File: src/rtl/switch_reader_if.sv
// Read bus between memorio and the switch/button reader.
// The master drives select, strobe and address; the slave returns registered read data.
interface switch_reader_if;
   logic        switchcs;
   logic        switchread;
   logic [1:0]  switchaddr;
   logic [15:0] switchrdata;

   modport master (output switchcs, output switchread, output switchaddr, input switchrdata);
   modport slave  (input switchcs, input switchread, input switchaddr, output switchrdata);
endinterface

File: src/rtl/switch_reader.sv
// Synchronizes and debounces the board switches and the confirm button, keeps a sticky
// press flag, and returns registered read data to memorio (zero whenever not read).
module switch_reader #(
   parameter int unsigned DEBOUNCE_CYCLES = 200000
) (
   input  logic              switch_clk,
   input  logic              switchrst,
   switch_reader_if.slave    bus,
   input  logic [15:0]       switch_i,
   input  logic              button_i
);

   localparam int unsigned CNT_W = (DEBOUNCE_CYCLES > 2) ? $clog2(DEBOUNCE_CYCLES) : 1;
   localparam logic [CNT_W-1:0] CNT_LAST = CNT_W'(DEBOUNCE_CYCLES - 1);

   logic [15:0]      sw_s1, sw_s2, sw_prev, sw_stable;
   logic [CNT_W-1:0] sw_cnt;
   logic             btn_s1, btn_s2, btn_prev, btn_stable;
   logic [CNT_W-1:0] btn_cnt;
   logic             press_flag;

   logic             sw_hold, sw_accept;
   logic             btn_hold, btn_accept, btn_rise;
   logic             rd_en, flag_clr;
   logic [15:0]      rdata_next;

   // A count only advances while the synchronized value is both new and unchanged.
   always_comb begin
      sw_hold    = (sw_s2 == sw_prev) && (sw_s2 != sw_stable);
      sw_accept  = sw_hold && (sw_cnt == CNT_LAST);
      btn_hold   = (btn_s2 == btn_prev) && (btn_s2 != btn_stable);
      btn_accept = btn_hold && (btn_cnt == CNT_LAST);
      btn_rise   = btn_accept && btn_s2;
      rd_en      = bus.switchcs && bus.switchread;
      flag_clr   = rd_en && (bus.switchaddr == 2'b11);
      rdata_next = 16'h0000;
      if (rd_en) begin
         case (bus.switchaddr)
            2'b00:   rdata_next = {8'h00, sw_stable[7:0]};
            2'b10:   rdata_next = {8'h00, sw_stable[15:8]};
            2'b01:   rdata_next = sw_stable;
            default: rdata_next = {15'b0, press_flag};
         endcase
      end
   end

   always_ff @(posedge switch_clk or posedge switchrst) begin
      if (switchrst) begin
         sw_s1           <= 16'h0000;
         sw_s2           <= 16'h0000;
         sw_prev         <= 16'h0000;
         sw_stable       <= 16'h0000;
         sw_cnt          <= '0;
         btn_s1          <= 1'b0;
         btn_s2          <= 1'b0;
         btn_prev        <= 1'b0;
         btn_stable      <= 1'b0;
         btn_cnt         <= '0;
         press_flag      <= 1'b0;
         bus.switchrdata <= 16'h0000;
      end else begin
         sw_s1    <= switch_i;
         sw_s2    <= sw_s1;
         sw_prev  <= sw_s2;
         btn_s1   <= button_i;
         btn_s2   <= btn_s1;
         btn_prev <= btn_s2;

         if (!sw_hold) begin
            sw_cnt <= '0;
         end else if (sw_accept) begin
            sw_cnt    <= '0;
            sw_stable <= sw_s2;
         end else begin
            sw_cnt <= sw_cnt + CNT_W'(1);
         end

         if (!btn_hold) begin
            btn_cnt <= '0;
         end else if (btn_accept) begin
            btn_cnt    <= '0;
            btn_stable <= btn_s2;
         end else begin
            btn_cnt <= btn_cnt + CNT_W'(1);
         end

         // A press landing on the same edge as a clearing read must not be lost.
         if (btn_rise) begin
            press_flag <= 1'b1;
         end else if (flag_clr) begin
            press_flag <= 1'b0;
         end

         bus.switchrdata <= rdata_next;
      end
   end

endmodule

File: src/flat_wrapper.sv
// flat-port wrapper written by rule: the top's interface ports become plain ports
module switch_reader_flat 
#(
   parameter int unsigned DEBOUNCE_CYCLES = 200000
)
  (switch_clk, switchrst, switch_i, button_i, bus_switchcs, bus_switchread, bus_switchaddr, bus_switchrdata);
  switch_reader_if bus_i ();
  input  logic switch_clk;
  input  logic switchrst;
  input  logic [15:0] switch_i;
  input  logic button_i;
  input wire logic [$bits(bus_i.switchcs)-1:0] bus_switchcs;
  input wire logic [$bits(bus_i.switchread)-1:0] bus_switchread;
  input wire logic [$bits(bus_i.switchaddr)-1:0] bus_switchaddr;
  output wire logic [$bits(bus_i.switchrdata)-1:0] bus_switchrdata;
  assign bus_i.switchcs = bus_switchcs;
  assign bus_i.switchread = bus_switchread;
  assign bus_i.switchaddr = bus_switchaddr;
  assign bus_switchrdata = bus_i.switchrdata;
  switch_reader #(.DEBOUNCE_CYCLES(DEBOUNCE_CYCLES)) u_core (.switch_clk(switch_clk), .switchrst(switchrst), .bus(bus_i), .switch_i(switch_i), .button_i(button_i));
endmodule
File: config.mk
export PLATFORM = sky130hd
export DESIGN_NAME = switch_reader_flat
export DESIGN_NICKNAME = d
export VERILOG_FILES = /design/src/rtl/switch_reader_if.sv /design/src/rtl/switch_reader.sv /design/src/flat_wrapper.sv
export SDC_FILE = /design/constraint.sdc
export NUM_CORES = 1
export LEC_CHECK = 0
export ABC_CLOCK_PERIOD_IN_PS = 10100
export CORE_ASPECT_RATIO = 2
export CORE_UTILIZATION = 46
export CTS_BUF_LIST = sky130_fd_sc_hd__clkbuf_8
export CTS_CLUSTER_DIAMETER = 150
export DETAILED_ROUTE_END_ITERATION = 8
export PLACE_DENSITY_LB_ADDON = 0.25
export SLEW_MARGIN = 0
export SYNTH_ARGS = -nofsm -noshare
export SYNTH_HDL_FRONTEND = slang
export SYNTH_SLANG_ARGS = --single-unit
File: constraint.sdc
create_clock -name switch_clk -period 10.1 [get_ports switch_clk]
set_input_delay 2.02 -clock switch_clk [delete_from_list [all_inputs] [get_ports switch_clk]]
set_output_delay 2.02 -clock switch_clk [all_outputs]
set_load 0.02 [all_outputs]
# Yosys cells after proc, flatten, opt, wreduce, memory -nomap -nowiden
# Index checks and enable logic that the tools add are counted.
# word_totals
ff_bits	121
inputBits	23
out_inout_bits	16
# op_classes
add_sub_neg	2
eq_ne	9
muxes	8
reduce_logical	11
# ops
op	count
two-way mux 18 bit	4
one-hot mux 16 bit (3 select lines)	1
adder 18 x 1 -> 18 bit, second input constant	2
equality test 18 bit, second input constant	2
equality test 16 bit	1
two-way mux 16 bit	1
inequality test 16 bit	1
logical AND 1 bit	7
equality test 2 bit, second input constant	2
AND reduction 2 bit	2
equality test 2 x 1 -> 1 bit, second input constant	1
zero test 2 bit	1
two-way mux 1 bit	2
nonzero test 2 bit	1
equality test 1 bit	1
inequality test 1 bit	1

# Depth between registers and ports, before layout
# logic_depth
word_depth	5
ltp_mapped	8
mapped_depth_nobuf	6

# Least setup slack after synthesis
# Ideal clock, no wire load.
# synth_path
path_kind	input -> register
start	input port bus_switchcs
end	register u_core.bus.switchrdata[10]
setup_time_ps	67
arrival_time_ps	2752
path_slack_ps	7281
stages	3
n_path_buf	0
path_cell_list	nand2_1 nor3b_1 and2_1
# synth_between
elab_chain_len	2
# synth_rtl
item	line	rtl
from (decl)	flat_wrapper.sv:12	input wire logic [$bits(bus_i.switchcs)-1:0] bus_switchcs;
logical AND 1 bit	switch_reader.sv:34	rd_en = bus.switchcs && bus.switchread;
two-way mux 16 bit	switch_reader.sv:37	if (rd_en) begin
net u_core.rdata_next[10]	switch_reader.sv:25	logic [15:0] rdata_next;
to (signal assigned)	switch_reader.sv:94	bus.switchrdata <= rdata_next;
to (decl)	switch_reader_if.sv:10	modport slave (input switchcs, input switchread, input switchaddr, output switchrdata);
# The timed path passes the listed nets, and every way through them passes these cells.
# A chain may end at the register's enable or synchronous reset.

# Final worst setup path
# layout_path
start	register u_core.bus.switchrdata[12]
end	output port bus_switchrdata[12]
# layout_lines
item	line	rtl
to (decl)	flat_wrapper.sv:15	output wire logic [$bits(bus_i.switchrdata)-1:0] bus_switchrdata;
# No word-level cell between the ends.

==> run_results.csv <==
group,metric,value,unit
outcome,outcome,"finished clean",
grt,grt_max_degree,73,
die,die_height,145.5,µm
critical_path,worst_setup_path_end_kind,"output pin",
critical_path,crit_end,"bus_switchrdata[12]",
pwr,ir_drop,0.0001106,V
critical_path,worstPathRequired,8.08,ns
clocking,ctsHoldBuffers,0,
synth,ys_ff_latch,121,
sta,rsz0062_at_grt,"false",
die,io_pins,39,
pwr,p_per_area,168.1,mW/mm²
die,dieArea,0.01073,mm²
critical_path,r2r_cells,5,
sta,slew_violations,0,
critical_path,arrival,1.37,ns
sta,finalSetupViolations,0,
layout,final_core_util,56.02,%
grt,grt_pass1_wl,13400,µm
layout,drive_gt1_share,13.55,%
critical_path,critPathTopFamily,"buffers and inverters",
critical_path,r2r_start,"u_core.sw_s2[14]",
layout,nNetsFinal,440,
sta,finClkSkew,0.01164,ns
sta,max_freq,0.2950,GHz
synth,synth.distinct_cells,36,
clocking,clock_latency,0.44,ns
synth,netlist_instances,362,
critical_path,reg2reg_slack,7.62,ns
detailed_routing,routedWlPerCell,13.73,µm
clocking,clock_path_buffers,2,
critical_path,crit_fanout,1,
sta,max_slew.worst_pin.slew,1.101,ns
min_path,hold_path.class,"register to register",
sta,hold_viol,0,
critical_path,path_buf_inv,1,
placement,dp_hpwl,5439,µm
detailed_routing,viasPerCell,4.943,
detailed_routing,dr.pass1.iters,4,
critical_path,cp-startpoint,"u_core.bus.switchrdata[12]",
clocking,cts_buffers,17,
clocking,cts_tree,"built",
placement,numPortBuffers,38,
grt,grt_pass1_vias,2933,
synth,synth_nets,387,
critical_path,start_kind,"register",
sta,finalWorstSetupSlack,6.710,ns
die,initial_core_util,46.97,%
synth,syn_area_per_cell,13.09,µm²
clocking,cts.repair.resized,0,
detailed_routing,finalWirelength,7732,µm
grt,antenna_found_initial,0,
detailed_routing,vias,2783,
placement,place_ws,6.250,ns
synth,ys_seq_area_share,63.92,%
clocking,clk_pin_slew,0.08,ns
grt,gr-total-overflow,0,
critical_path,crit_type,"register to output pin",
detailed_routing,first_iter_violations,145,
die,row_count,52,
clocking,cts_sinks,121,
layout,n_fill_cell,859,
placement,place.gp.congestion,0.7457,
die,core,0.01008,mm²
pwr,p_leak,2.489,nW
detailed_routing,drc,0,
sta,whs,0.3486,ns
sta,slew_headroom,26.45,%
run,cap_violations,0,
synth,yosysWarnings,0,
sta,finalCritPeriodShare,33.57,%
sta,period_minus_slack,3.390,ns
grt,grt_use_total,17.02,%
critical_path,slowest_delay,0.60,ns
clocking,root_buffer,"clkbuf_8",
layout,antenna_cells,0,
min_path,timing.hold.worst_path_depth,0,
sta,tns,0,ns
critical_path,regToRegEndpoint,"u_core.sw_stable[8]",
clocking,htree_levels,4,
critical_path,cp.depth,1,
clocking,post_cts_buffers,0,
critical_path,crit_chain,"clkdlybuf4s50_1",
detailed_routing,drtAntennaViolNets,0,
synth,synth_area,0.004737,mm²
layout,syn2layout_area_growth,19.26,%
critical_path,crit_slowest_cell,"clkdlybuf4s50_1",
die,die_w,73.76,µm
==> where the power goes <==
group	switching [mW]	total, mW	internal (mW)
Sequential	0.00764	0.503	0.495
Clock	0.197	0.413	0.216
Combinational	0.0184	0.0338	0.0153
==> sequential cells by signal, indices dropped and copies added (netlist names), 16 cells and up <==
| register | cells |
|---|---|
| u_core.btn_cnt | 18 |
| u_core.sw_cnt | 18 |
| u_core.bus.switchrdata | 16 |
| u_core.sw_prev | 16 |
| u_core.sw_s1 | 16 |
| u_core.sw_s2 | 16 |
| u_core.sw_stable | 16 |
==> synth_stat cells (all sizes together) <==
cell | n | share of area [%]
ha | 2 | 0.53
buf | 4 | 0.71
nand3b | 5 | 0.79
inv | 5 | 0.40
nor4bb | 1 | 0.21
mux2 | 17 | 4.8
a21oi | 8 | 0.85
a211oi | 1 | 0.16
and3b | 1 | 0.18
nor2b | 3 | 0.40
clkbuf | 1 | 0.079
and4bb | 1 | 0.26
nand2 | 10 | 0.79
nor3 | 4 | 0.66
nand3 | 20 | 2.4
xor2 | 37 | 6.8
or4b | 1 | 0.29
nand4 | 13 | 1.7
nand2b | 5 | 0.66
a22o | 1 | 0.18
nor3b | 1 | 0.16
and3 | 7 | 0.92
and2 | 8 | 1.1
xnor2 | 27 | 5.0
or2 | 1 | 0.13
o311ai | 1 | 0.34
nor2 | 46 | 3.6
dfrtp | 121 | 64
mux2i | 1 | 0.21
nor4b | 1 | 0.32
nor4 | 8 | 1.4
==> placed cells by master, fill, tap and decap left out, types with 2 or more instances in the layout <==
master	Yosys	routed
inv_6	0	3
clkdlybuf4s50_1	0	38
nor4_1	7	7
inv_1	5	4
dfrtp_1	121	121
and2_1	8	8
clkinv_2	0	2
mux2_2	7	7
nor3_1	3	3
clkinvlp_4	0	3
nand3b_1	5	5
xnor2_1	27	27
nor2b_1	3	3
and3_1	7	7
clkinv_4	0	3
nand2_1	10	10
xor2_1	37	37
mux2_4	10	10
ha_1	2	2
nor2_1	46	46
nand4_1	13	13
a21oi_1	8	8
clkbuf_8	0	20
nand3_1	19	19
nand2b_1	5	5
==> cell families (layout without fill, tap and decap cells) <==
group                      after synthesis  count (layout)  share of synthesized area [%]
AOI/OAI and AO/OA                       11              11                          1.532
DFF                                    121             121                          63.92
adders and majority gates                2               2                         0.5282
xor gates and xnor gates                64              64                          11.83
and+or+nand+nor                        136             136                          15.95
muxes                                   18              18                          5.045
buffers and inverters                   10              76                          1.189
==> worst register-to-register path, stage by stage (launching register included) <==
cell and delay [ns]:
dfrtp_1 0.43, xnor2_1 0.40, nand4_1 0.37, nor4_4 0.43, nand3_4 0.34, mux2_4 0.40
==> worst min path at each step <==
stage	start	end	slack, ns
floorplan	u_core.btn_s1	u_core.btn_s2	0.33
CTS	u_core.sw_s1[0]	u_core.sw_s2[0]	0.35
global route	u_core.sw_s1[1]	u_core.sw_s2[1]	0.36
global placement	u_core.sw_s1[4]	u_core.sw_s2[4]	0.33
detailed placement	u_core.sw_s1[0]	u_core.sw_s2[0]	0.33
finish	u_core.sw_s1[0]	u_core.sw_s2[0]	0.35
==> per-stage QoR <==
step	cell area, µm²	power [mW]	std cells
2_1_floorplan	4737	0.5303	362
3_3_place_gp	5259	0.5460	531
3_5_place_dp	5259	0.5473	531
4_1_cts	5649	0.9605	563
5_1_grt	5649	0.9869	563
6_report	5649	0.9499	563
==> metal layers <==
metal / track usage (%) / wire [µm] / vias up
met2: 28.07 / 4195 / 61
met1: 17.84 / 2886 / 1368
met5: 0 / 0 / -
met4: 11.63 / 386 / 0
li1: - / - / 1330
met3: 5.332 / 263 / 24
==> area by class of cell <==
type | instances | area, µm² | area share (%)
Clock buffer | 20 | 275.3 | 4.873
Sequential cell | 121 | 3028 | 53.60
Clock inverter | 12 | 115.1 | 2.038
Timing Repair Buffer | 39 | 387.9 | 6.866
Inverter | 5 | 21.27 | 0.3765
Tap cell | 135 | 168.9 | 2.990
Multi-Input combinational cell | 231 | 1653 | 29.26
Power figures use the tool's default switching activity.
